File: src/rtl/serial_alu_exec_pkg.sv
// serial_alu_exec_pkg
//   Shared definitions for the serial execute-stage ALU. The ALUControl
//   encodings live here only. The ALU controller imports them from this
//   package as well, so the two sides cannot drift apart.
//   Contents:
//     alu_op_e     - ALUControl op codes (3'b111 is deliberately unassigned)
//     state_e      - sequencing FSM states
//     op_dec_t     - decoded op plus illegal flag
//     decode_ctrl  - maps a raw 3-bit ALUControl onto op_dec_t
//     uses_sub     - ops that run A + ~B + 1 through the slice adder
package serial_alu_exec_pkg;

  typedef enum logic [2:0] {
    ALU_ADD = 3'b000,
    ALU_SUB = 3'b001,
    ALU_AND = 3'b010,
    ALU_OR  = 3'b011,
    ALU_XOR = 3'b100,
    ALU_SLT = 3'b101,
    ALU_MIN = 3'b110
  } alu_op_e;

  typedef enum logic [1:0] {
    ST_IDLE,
    ST_RUN,
    ST_FIN,
    ST_DONE
  } state_e;

  typedef struct packed {
    alu_op_e op;
    logic    illegal;
  } op_dec_t;

  // Anything that is not a listed op falls to the default branch and is
  // flagged illegal. This covers 3'b111, and in 4-state simulation it also
  // covers any code containing X or Z bits.
  function automatic op_dec_t decode_ctrl(input logic [2:0] ctrl);
    op_dec_t d;
    d.op      = ALU_ADD;
    d.illegal = 1'b0;
    case (ctrl)
      ALU_ADD: d.op = ALU_ADD;
      ALU_SUB: d.op = ALU_SUB;
      ALU_AND: d.op = ALU_AND;
      ALU_OR:  d.op = ALU_OR;
      ALU_XOR: d.op = ALU_XOR;
      ALU_SLT: d.op = ALU_SLT;
      ALU_MIN: d.op = ALU_MIN;
      default: d.illegal = 1'b1;
    endcase
    return d;
  endfunction

  // SLT and MIN both need the difference A - B to find the sign.
  function automatic logic uses_sub(input alu_op_e op);
    return (op == ALU_SUB) || (op == ALU_SLT) || (op == ALU_MIN);
  endfunction

endpackage

File: src/rtl/serial_alu_exec_if.sv
// serial_alu_exec_if
//   Handshake and data bundle between the datapath/control FSM and the
//   serial ALU.
//   Request side  : in_valid, in_ready, alu_ctrl, a, b
//   Response side : out_valid, out_ready, result, zero, err
//   modport master : the datapath. It drives requests and consumes results.
//   modport slave  : the ALU.
interface serial_alu_exec_if #(
  parameter int WIDTH = 32
);
  logic             in_valid;
  logic             in_ready;
  logic [2:0]       alu_ctrl;
  logic [WIDTH-1:0] a;
  logic [WIDTH-1:0] b;
  logic             out_valid;
  logic             out_ready;
  logic [WIDTH-1:0] result;
  logic             zero;
  logic             err;

  modport master (
    output in_valid, alu_ctrl, a, b, out_ready,
    input  in_ready, out_valid, result, zero, err
  );

  modport slave (
    input  in_valid, alu_ctrl, a, b, out_ready,
    output in_ready, out_valid, result, zero, err
  );
endinterface

File: src/rtl/serial_alu_exec_alu_slice.sv
// serial_alu_exec_alu_slice
//   Combinational SLICE-wide ALU slice. The top instantiates it once and
//   time-multiplexes it across the operand slices.
//   Ports:
//     op   in  alu_op_e   latched operation
//     a_s  in  SLICE      operand A slice
//     b_s  in  SLICE      operand B slice
//     cin  in  1          carry in from the previous (lower) slice
//     r_s  out SLICE      slice result
//     cout out 1          carry out to the next slice
module serial_alu_exec_alu_slice
  import serial_alu_exec_pkg::*;
#(
  parameter int SLICE = 8
) (
  input  alu_op_e          op,
  input  logic [SLICE-1:0] a_s,
  input  logic [SLICE-1:0] b_s,
  input  logic             cin,
  output logic [SLICE-1:0] r_s,
  output logic             cout
);

  logic [SLICE-1:0] b_eff;
  logic [SLICE-1:0] and_s;
  logic [SLICE-1:0] or_s;
  logic [SLICE-1:0] xor_s;
  logic [SLICE:0]   sum;

  for (genvar gi = 0; gi < SLICE; gi++) begin : g_bit
    assign and_s[gi] = a_s[gi] & b_s[gi];
    assign or_s[gi]  = a_s[gi] | b_s[gi];
    assign xor_s[gi] = a_s[gi] ^ b_s[gi];
  end

  // Subtraction-type ops invert B. The +1 arrives as the carry into slice 0.
  assign b_eff = uses_sub(op) ? ~b_s : b_s;
  assign sum   = {1'b0, a_s} + {1'b0, b_eff} + {{SLICE{1'b0}}, cin};
  assign cout  = sum[SLICE];

  always_comb begin
    r_s = sum[SLICE-1:0];
    case (op)
      ALU_AND: r_s = and_s;
      ALU_OR:  r_s = or_s;
      ALU_XOR: r_s = xor_s;
      default: r_s = sum[SLICE-1:0];
    endcase
  end

endmodule

File: src/rtl/serial_alu_exec.sv
// serial_alu_exec
//   Execute-stage ALU that works through the operands SLICE bits at a time.
//   It takes N = WIDTH/SLICE RUN cycles, then one FIN cycle for SLT, MIN and
//   the flags. WIDTH must be an integer multiple of SLICE.
//   Ports:
//     clk  in  clock, rising edge
//     rst  in  synchronous active-high reset
//     bus  serial_alu_exec_if.slave
//          request  : in_valid, in_ready, alu_ctrl, a, b
//          response : out_valid, out_ready, result, zero, err
//   Latency: accept at edge k gives out_valid after edge k+N+1 for every op.
module serial_alu_exec
  import serial_alu_exec_pkg::*;
#(
  parameter int WIDTH = 32,
  parameter int SLICE = 8
) (
  input logic               clk,
  input logic               rst,
  serial_alu_exec_if.slave  bus
);

  localparam int N     = WIDTH / SLICE;
  localparam int CNT_W = (N > 1) ? $clog2(N) : 1;

  state_e           state_q, state_d;
  logic [CNT_W-1:0] cnt_q, cnt_d;
  logic             carry_q, carry_d;
  logic [WIDTH-1:0] a_q, a_d;
  logic [WIDTH-1:0] b_q, b_d;
  logic [WIDTH-1:0] acc_q, acc_d;
  alu_op_e          op_q, op_d;
  logic             illegal_q, illegal_d;
  logic             out_valid_q, out_valid_d;
  logic [WIDTH-1:0] result_q, result_d;
  logic             zero_q, zero_d;
  logic             err_q, err_d;

  logic             in_ready;
  logic             accept;
  logic             handoff;
  logic             last_slice;
  op_dec_t          dec;
  logic             lt;
  logic [SLICE-1:0] a_s, b_s, r_s;
  logic             cout;
  logic [WIDTH-1:0] acc_run;

  assign dec        = decode_ctrl(bus.alu_ctrl);
  assign last_slice = (cnt_q == CNT_W'(N - 1));

  // ---------------- FSM: state register ----------------
  always_ff @(posedge clk) begin
    if (rst) state_q <= ST_IDLE;
    else     state_q <= state_d;
  end

  // ---------------- FSM: next state ----------------
  always_comb begin
    state_d = state_q;
    case (state_q)
      ST_IDLE: if (bus.in_valid)  state_d = ST_RUN;
      ST_RUN:  if (last_slice)    state_d = ST_FIN;
      ST_FIN:                     state_d = ST_DONE;
      ST_DONE: if (bus.out_ready) state_d = ST_IDLE;
      default:                    state_d = ST_IDLE;
    endcase
  end

  // ---------------- FSM: outputs ----------------
  always_comb begin
    in_ready = 1'b0;
    accept   = 1'b0;
    handoff  = 1'b0;
    case (state_q)
      ST_IDLE: begin
        in_ready = 1'b1;
        accept   = bus.in_valid;
      end
      ST_DONE: handoff = bus.out_ready;
      default: ;
    endcase
  end

  assign bus.in_ready  = in_ready;
  assign bus.out_valid = out_valid_q;
  assign bus.result    = result_q;
  assign bus.zero      = zero_q;
  assign bus.err       = err_q;

  // ---------------- slice datapath ----------------
  assign a_s = a_q[cnt_q*SLICE +: SLICE];
  assign b_s = b_q[cnt_q*SLICE +: SLICE];

  serial_alu_exec_alu_slice #(
    .SLICE (SLICE)
  ) u_alu_slice (
    .op   (op_q),
    .a_s  (a_s),
    .b_s  (b_s),
    .cin  (carry_q),
    .r_s  (r_s),
    .cout (cout)
  );

  // Only the slice selected by cnt picks up the new slice result. All other
  // slices keep what they already hold.
  for (genvar gi = 0; gi < N; gi++) begin : g_acc
    assign acc_run[gi*SLICE +: SLICE] =
      (cnt_q == CNT_W'(gi)) ? r_s : acc_q[gi*SLICE +: SLICE];
  end

  // If the signs differ, A is smaller exactly when it is negative. If the
  // signs match, the subtraction cannot overflow, so the sign of the
  // difference gives the answer.
  assign lt = (a_q[WIDTH-1] != b_q[WIDTH-1]) ? a_q[WIDTH-1] : acc_q[WIDTH-1];

  always_comb begin
    cnt_d       = cnt_q;
    carry_d     = carry_q;
    a_d         = a_q;
    b_d         = b_q;
    acc_d       = acc_q;
    op_d        = op_q;
    illegal_d   = illegal_q;
    out_valid_d = out_valid_q;
    result_d    = result_q;
    zero_d      = zero_q;
    err_d       = err_q;
    case (state_q)
      ST_IDLE: begin
        if (accept) begin
          a_d       = bus.a;
          b_d       = bus.b;
          op_d      = dec.op;
          illegal_d = dec.illegal;
          cnt_d     = '0;
          carry_d   = uses_sub(dec.op);
          acc_d     = '0;
        end
      end
      ST_RUN: begin
        acc_d   = acc_run;
        carry_d = cout;
        cnt_d   = last_slice ? '0 : cnt_q + 1'b1;
      end
      ST_FIN: begin
        if (illegal_q) begin
          result_d = '0;
          err_d    = 1'b1;
        end else begin
          err_d = 1'b0;
          case (op_q)
            ALU_SLT: result_d = {{(WIDTH-1){1'b0}}, lt};
            ALU_MIN: result_d = lt ? a_q : b_q;
            default: result_d = acc_q;
          endcase
        end
        zero_d      = (result_d == '0);
        out_valid_d = 1'b1;
      end
      ST_DONE: begin
        if (handoff) out_valid_d = 1'b0;
      end
      default: ;
    endcase
  end

  always_ff @(posedge clk) begin
    if (rst) begin
      cnt_q       <= '0;
      carry_q     <= 1'b0;
      a_q         <= '0;
      b_q         <= '0;
      acc_q       <= '0;
      op_q        <= ALU_ADD;
      illegal_q   <= 1'b0;
      out_valid_q <= 1'b0;
      result_q    <= '0;
      zero_q      <= 1'b0;
      err_q       <= 1'b0;
    end else begin
      cnt_q       <= cnt_d;
      carry_q     <= carry_d;
      a_q         <= a_d;
      b_q         <= b_d;
      acc_q       <= acc_d;
      op_q        <= op_d;
      illegal_q   <= illegal_d;
      out_valid_q <= out_valid_d;
      result_q    <= result_d;
      zero_q      <= zero_d;
      err_q       <= err_d;
    end
  end

endmodule

File: src/flat_wrapper.sv
// flat-port wrapper written by rule: the top's interface ports become plain ports
module serial_alu_exec_flat import serial_alu_exec_pkg::*;
#(
  parameter int WIDTH = 32,
  parameter int SLICE = 8
)
  (clk, rst, bus_in_valid, bus_alu_ctrl, bus_a, bus_b, bus_out_ready, bus_in_ready, bus_out_valid, bus_result, bus_zero, bus_err);
  serial_alu_exec_if #(.WIDTH(WIDTH)) bus_i ();
  input logic clk;
  input logic rst;
  input wire logic [$bits(bus_i.in_valid)-1:0] bus_in_valid;
  input wire logic [$bits(bus_i.alu_ctrl)-1:0] bus_alu_ctrl;
  input wire logic [$bits(bus_i.a)-1:0] bus_a;
  input wire logic [$bits(bus_i.b)-1:0] bus_b;
  input wire logic [$bits(bus_i.out_ready)-1:0] bus_out_ready;
  output wire logic [$bits(bus_i.in_ready)-1:0] bus_in_ready;
  output wire logic [$bits(bus_i.out_valid)-1:0] bus_out_valid;
  output wire logic [$bits(bus_i.result)-1:0] bus_result;
  output wire logic [$bits(bus_i.zero)-1:0] bus_zero;
  output wire logic [$bits(bus_i.err)-1:0] bus_err;
  assign bus_i.in_valid = bus_in_valid;
  assign bus_i.alu_ctrl = bus_alu_ctrl;
  assign bus_i.a = bus_a;
  assign bus_i.b = bus_b;
  assign bus_i.out_ready = bus_out_ready;
  assign bus_in_ready = bus_i.in_ready;
  assign bus_out_valid = bus_i.out_valid;
  assign bus_result = bus_i.result;
  assign bus_zero = bus_i.zero;
  assign bus_err = bus_i.err;
  serial_alu_exec #(.WIDTH(WIDTH), .SLICE(SLICE)) u_core (.clk(clk), .rst(rst), .bus(bus_i));
endmodule
File: config.mk
export PLATFORM = sky130hd
export DESIGN_NAME = serial_alu_exec_flat
export DESIGN_NICKNAME = d
export VERILOG_FILES = /design/src/rtl/serial_alu_exec_pkg.sv /design/src/rtl/serial_alu_exec_if.sv /design/src/rtl/serial_alu_exec_alu_slice.sv /design/src/rtl/serial_alu_exec.sv /design/src/flat_wrapper.sv
export SDC_FILE = /design/constraint.sdc
export NUM_CORES = 1
export LEC_CHECK = 0
export CAP_MARGIN = 20
export CORE_AREA = 2 2 149 151
export DETAILED_ROUTE_END_ITERATION = 10
export DIE_AREA = 0 0 151 153
export DONT_BUFFER_PORTS = 1
export HOLD_SLACK_MARGIN = 0.15
export PLACE_DENSITY = 0.47
export SYNTH_ARGS = -nofsm -noshare
export SYNTH_HDL_FRONTEND = slang
export SYNTH_HIERARCHICAL = 1
export SYNTH_SLANG_ARGS = --single-unit
File: constraint.sdc
create_clock -name clk -period 4 [get_ports clk]
set_input_delay 0.4 -clock clk [delete_from_list [all_inputs] [get_ports clk]]
set_output_delay 0.4 -clock clk [all_outputs]
set_load 0.05 [all_outputs]
==> impl_summary.log <==
[metrics] Setup violations, final: 0
[metrics] post-synthesis cell count: 918
[metrics] fraction of final layout cells with drive strength greater than 1: 8.20%
[metrics] starting utilization of the core area: 34.3%
[metrics] combined area of the multi-input logic cells: 4180 µm²
[metrics] crit-path max FO: 20
[metrics] delay of the slowest cell on the worst path: 510 ps
[metrics] Boundary Pins: about 110
[metrics] Ys Warns: 6
[metrics] core area: 21,500 µm²
[metrics] clock net sink count: 140
[metrics] flops & latches, synth: 140
[metrics] Total Routed Length: 25.4 mm
[metrics] number of design-rule violations left by the first detailed-router iteration: about 470
[metrics] wire length of the first global-routing pass: 39.0 mm
[metrics] Worst Path Required: 4360 ps
[metrics] filler cell count: 2,209
[metrics] Rel. slew slack: 45.5%
[metrics] post-route cell area: 8870 µm²
[metrics] Die Outline Area: 23,100 µm²
[metrics] sort of element at the start of the critical path: flop
[metrics] outcome: finished clean
[metrics] Synth Flop Type: sky130_fd_sc_hd__dfxtp_1
[metrics] first-pass detailed-route iteration total: 5
[metrics] Post-synth EDFFs: 0
[metrics] count of placed standard cells in the final layout, fillers left out: 1,244
[metrics] setup repair after global routing missed its margin: false
[metrics] worst setup slack after layout: 540 ps
[metrics] reg-to-reg critical path startpoint: u_core/cnt_q[0]$_SDFFE_PP0P_
[metrics] number of remaining DRC errors: 0
[metrics] total standard cell area after synthesis: 7370 µm²
[metrics] GRT Total Usage: 22.5%
[metrics] startpoint of the most critical hold path: bus_a[18]
[metrics] Area growth, synth to finish: 20.4%
[metrics] largest voltage drop on the vdd net: 0.376 mV
[metrics] Final HPWL DP: roughly 18 mm
[metrics] endpoint of the worst register-to-register path: u_core/acc_q[4]$_SDFFE_PP0P_
[metrics] upper clock frequency limit: 289 MHz
[metrics] setup skew after layout: 10.6 ps
[metrics] sequential cell area fraction in the yosys report: 38.0%
[metrics] post-synthesis net count: 1,022
[metrics] path type of the worst setup path: flop to flop
[metrics] width of the die: between 150 and 200 µm
[metrics] ratio of routed vias to standard cells: 5.35
[metrics] post-layout util: 41.3%
[metrics] summed negative setup slack over all endpoints: 0 ps
[metrics] power density cells: 741 nW/µm²
[metrics] antenna violations before repair: 0
[metrics] DP Worst Slack: 561 ps
[metrics] Root Driver: sky130_fd_sc_hd__clkbuf_16
[metrics] slowest cell on the critical path: sky130_fd_sc_hd__fa_1
[metrics] area used by sequential logic in the layout: 2800 µm²
[metrics] number of rows created at floorplan: 54
[metrics] total number of vias: 6,655
[metrics] max-cap check violation count: 0
[metrics] number of nets with antenna violations after detailed routing: 0
[metrics] pin slew with the least headroom to its limit: 812 ps
[metrics] most used cells in the layout excluding fill and tap cells: 197 x sky130_fd_sc_hd__nand2_1, 140 x sky130_fd_sc_hd__dfxtp_1, 134 x sky130_fd_sc_hd__a21oi_1
[metrics] number of global-route vias before repair: ~6,500
[metrics] CTS buffer count: 17
[metrics] R2R cell count: 13
[metrics] arrival time of data at the critical path endpoint: 3820 ps
[metrics] total count of hold-check failures in the final report: 0
[metrics] area of placed instances: 7540 µm²
[metrics] residual overflow from global routing: 0
[metrics] clock transition at the register clock pins on the worst setup and hold paths after CTS: ~60 ps
[metrics] worst min path class: primary input to flop
[metrics] Worst Setup End Kind: flop
[metrics] clock tree from TritonCTS: done
[metrics] Async S/R FF share, synth: 0%
[metrics] RePlAce Congestion: 0.905
[metrics] ratio of final minimum period to clock period: 86.5%
[metrics] final-stage net count: 1,055
[metrics] mean post-synth cell area: 8.03 µm²
[metrics] final-report max-slew violation count: 0
[metrics] routed wire length per instance: 20.4 µm
[metrics] total of buffers placed on input and output ports: 0
[metrics] crit path time final: 3460 ps
[metrics] antenna fix cells: 0
[metrics] Hold Path Cell Cnt: 2
[metrics] capture endpoint of the worst hold path: u_core/a_q[18]$_SDFFE_PP0P_
[metrics] setup slack of the worst register-to-register path: about 540 ps
[metrics] Longest Clk Path Bufs: 2
[metrics] most frequent standard cell in the layout excluding fill and tap cells: sky130_fd_sc_hd__nand2_1
[metrics] Distinct cells, synth: 67
[metrics] Die Y-Extent: 153 µm
[metrics] clock latency of the later-clocked register in the worst-skew pair: between 400 and 500 ps
[metrics] pin count of the biggest net entering global routing: 140
[metrics] ordered list of cells on the worst path: buf_4 > mux4_2 > inv_1 > fa_1 > fa_1 > nor2b_1 > o21ai_0 > a211oi_1 > a211oi_1 > a31oi_1 > and2_1 > mux2i_1 > nor2_1
[metrics] leakage component of the power: approximately 3.2 nW
[metrics] cell count after placement: 1,146
[metrics] level count of the clock H-tree: 4
[cell usage after synthesis, types with 5 or more instances]
cell type / instances / area share (%)
sky130_fd_sc_hd__a21oi_1: 135 / 9.2
sky130_fd_sc_hd__nand3_1: 5 / 0.34
sky130_fd_sc_hd__mux4_2: 14 / 4.3
sky130_fd_sc_hd__a211oi_1: 27 / 2.7
sky130_fd_sc_hd__a22oi_1: 9 / 0.92
sky130_fd_sc_hd__nor2_1: 100 / 5.1
sky130_fd_sc_hd__dfxtp_1: 140 / 38
sky130_fd_sc_hd__buf_2: 12 / 0.81
sky130_fd_sc_hd__nor4_1: 13 / 1.1
sky130_fd_sc_hd__nand2_1: 198 / 10
sky130_fd_sc_hd__xnor2_1: 8 / 0.95
sky130_fd_sc_hd__nor3_1: 7 / 0.48
sky130_fd_sc_hd__and2_1: 9 / 0.76
sky130_fd_sc_hd__buf_1: 7 / 0.36
sky130_fd_sc_hd__inv_1: 28 / 1.4
sky130_fd_sc_hd__clkbuf_1: 42 / 2.1
sky130_fd_sc_hd__mux2i_1: 35 / 4.8
sky130_fd_sc_hd__o21ai_0: 14 / 0.95
sky130_fd_sc_hd__ha_1: 31 / 5.3
[worst max-delay path by stage]
stage / startpoint / endpoint / slack, ps
2_1_floorplan: u_core/cnt_q[0]$_SDFFE_PP0P_ / u_core/acc_q[4]$_SDFFE_PP0P_ / 390
3_3_place_gp: u_core/cnt_q[0]$_SDFFE_PP0P_ / u_core/acc_q[4]$_SDFFE_PP0P_ / 620
3_5_place_dp: u_core/cnt_q[0]$_SDFFE_PP0P_ / u_core/acc_q[20]$_SDFFE_PP0P_ / 560
4_1_cts: u_core/cnt_q[0]$_SDFFE_PP0P_ / u_core/acc_q[4]$_SDFFE_PP0P_ / 540
5_1_grt: u_core/cnt_q[0]$_SDFFE_PP0P_ / u_core/acc_q[4]$_SDFFE_PP0P_ / 220
6_report: u_core/cnt_q[0]$_SDFFE_PP0P_ / u_core/acc_q[4]$_SDFFE_PP0P_ / 540
[cell type report]
| cell class | count | area share, % |
|---|---|---|
| Inverter | 29 | 1.23 |
| Clock buffer | 19 | 4.88 |
| Clock inverter | 13 | 2.38 |
| Multi-Input combinational cell | 684 | 47.1 |
| Timing Repair Buffer | 79 | 8.86 |
| Tap cell | 280 | 3.95 |
| Sequential cell | 140 | 31.6 |
[flip-flops by register name, indices dropped and copies added (netlist names)]
register and flops:
u_core/bus.err 1, u_core/carry_q 1, u_core/op_q 3, u_core/bus.result 32, u_core/bus.out_valid 1, u_core/bus.zero 1
u_core/illegal_q 1, u_core/acc_q 32, u_core/a_q 32, u_core/cnt_q 2, u_core/state_q 2, u_core/b_q 32
[timing repair]
item,4_1_cts,5_1_grt
buffers inserted,0,0
resized for setup,0,0
hold endpoints to repair,139,0
hold buffers,65,0
[cell families after synthesis]
logic type,after synthesis,synth area share [%]
AOI/OAI and AO/OA,229,18.8
xor gates and xnor gates,12,1.43
adders and majority gates,33,5.80
buffers and inverters,94,5.40
DFF,140,38.0
muxes,53,10.2
and+or+nand+nor,357,20.4
[power breakdown]
part	switching (mW)	internal, mW	leakage [nW]
sequential	0.760	1.71	1.14
combinational	1.45	0.900	1.78
clock	0.648	1.11	0.312
[metrics by stage]
stage / hold slack (ps) / total power, mW
after detailed placement: 465 / 4.74
after global placement: 463 / 4.73
after global routing: 161 / 6.98
after CTS: 155 / 6.59
after floorplan: 444 / 4.09
final: 167 / 6.58
[critical path: cells and delay by family (launching register included)]
kind	cells	cell delay, ps
compound gates	4	750
fa+ha+maj	2	970
buf+inv	2	410
mux	2	400
simple gates	3	500
flops	1	360
[metal layers]
layer / share of wire (%) / GRT usage, %
met5: 0 / 0
met4: 2.1 / 6.45
met3: 5.2 / 4.60
met2: 47 / 36.0
met1: 46 / 30.6
Power figures use the tool's default switching activity.
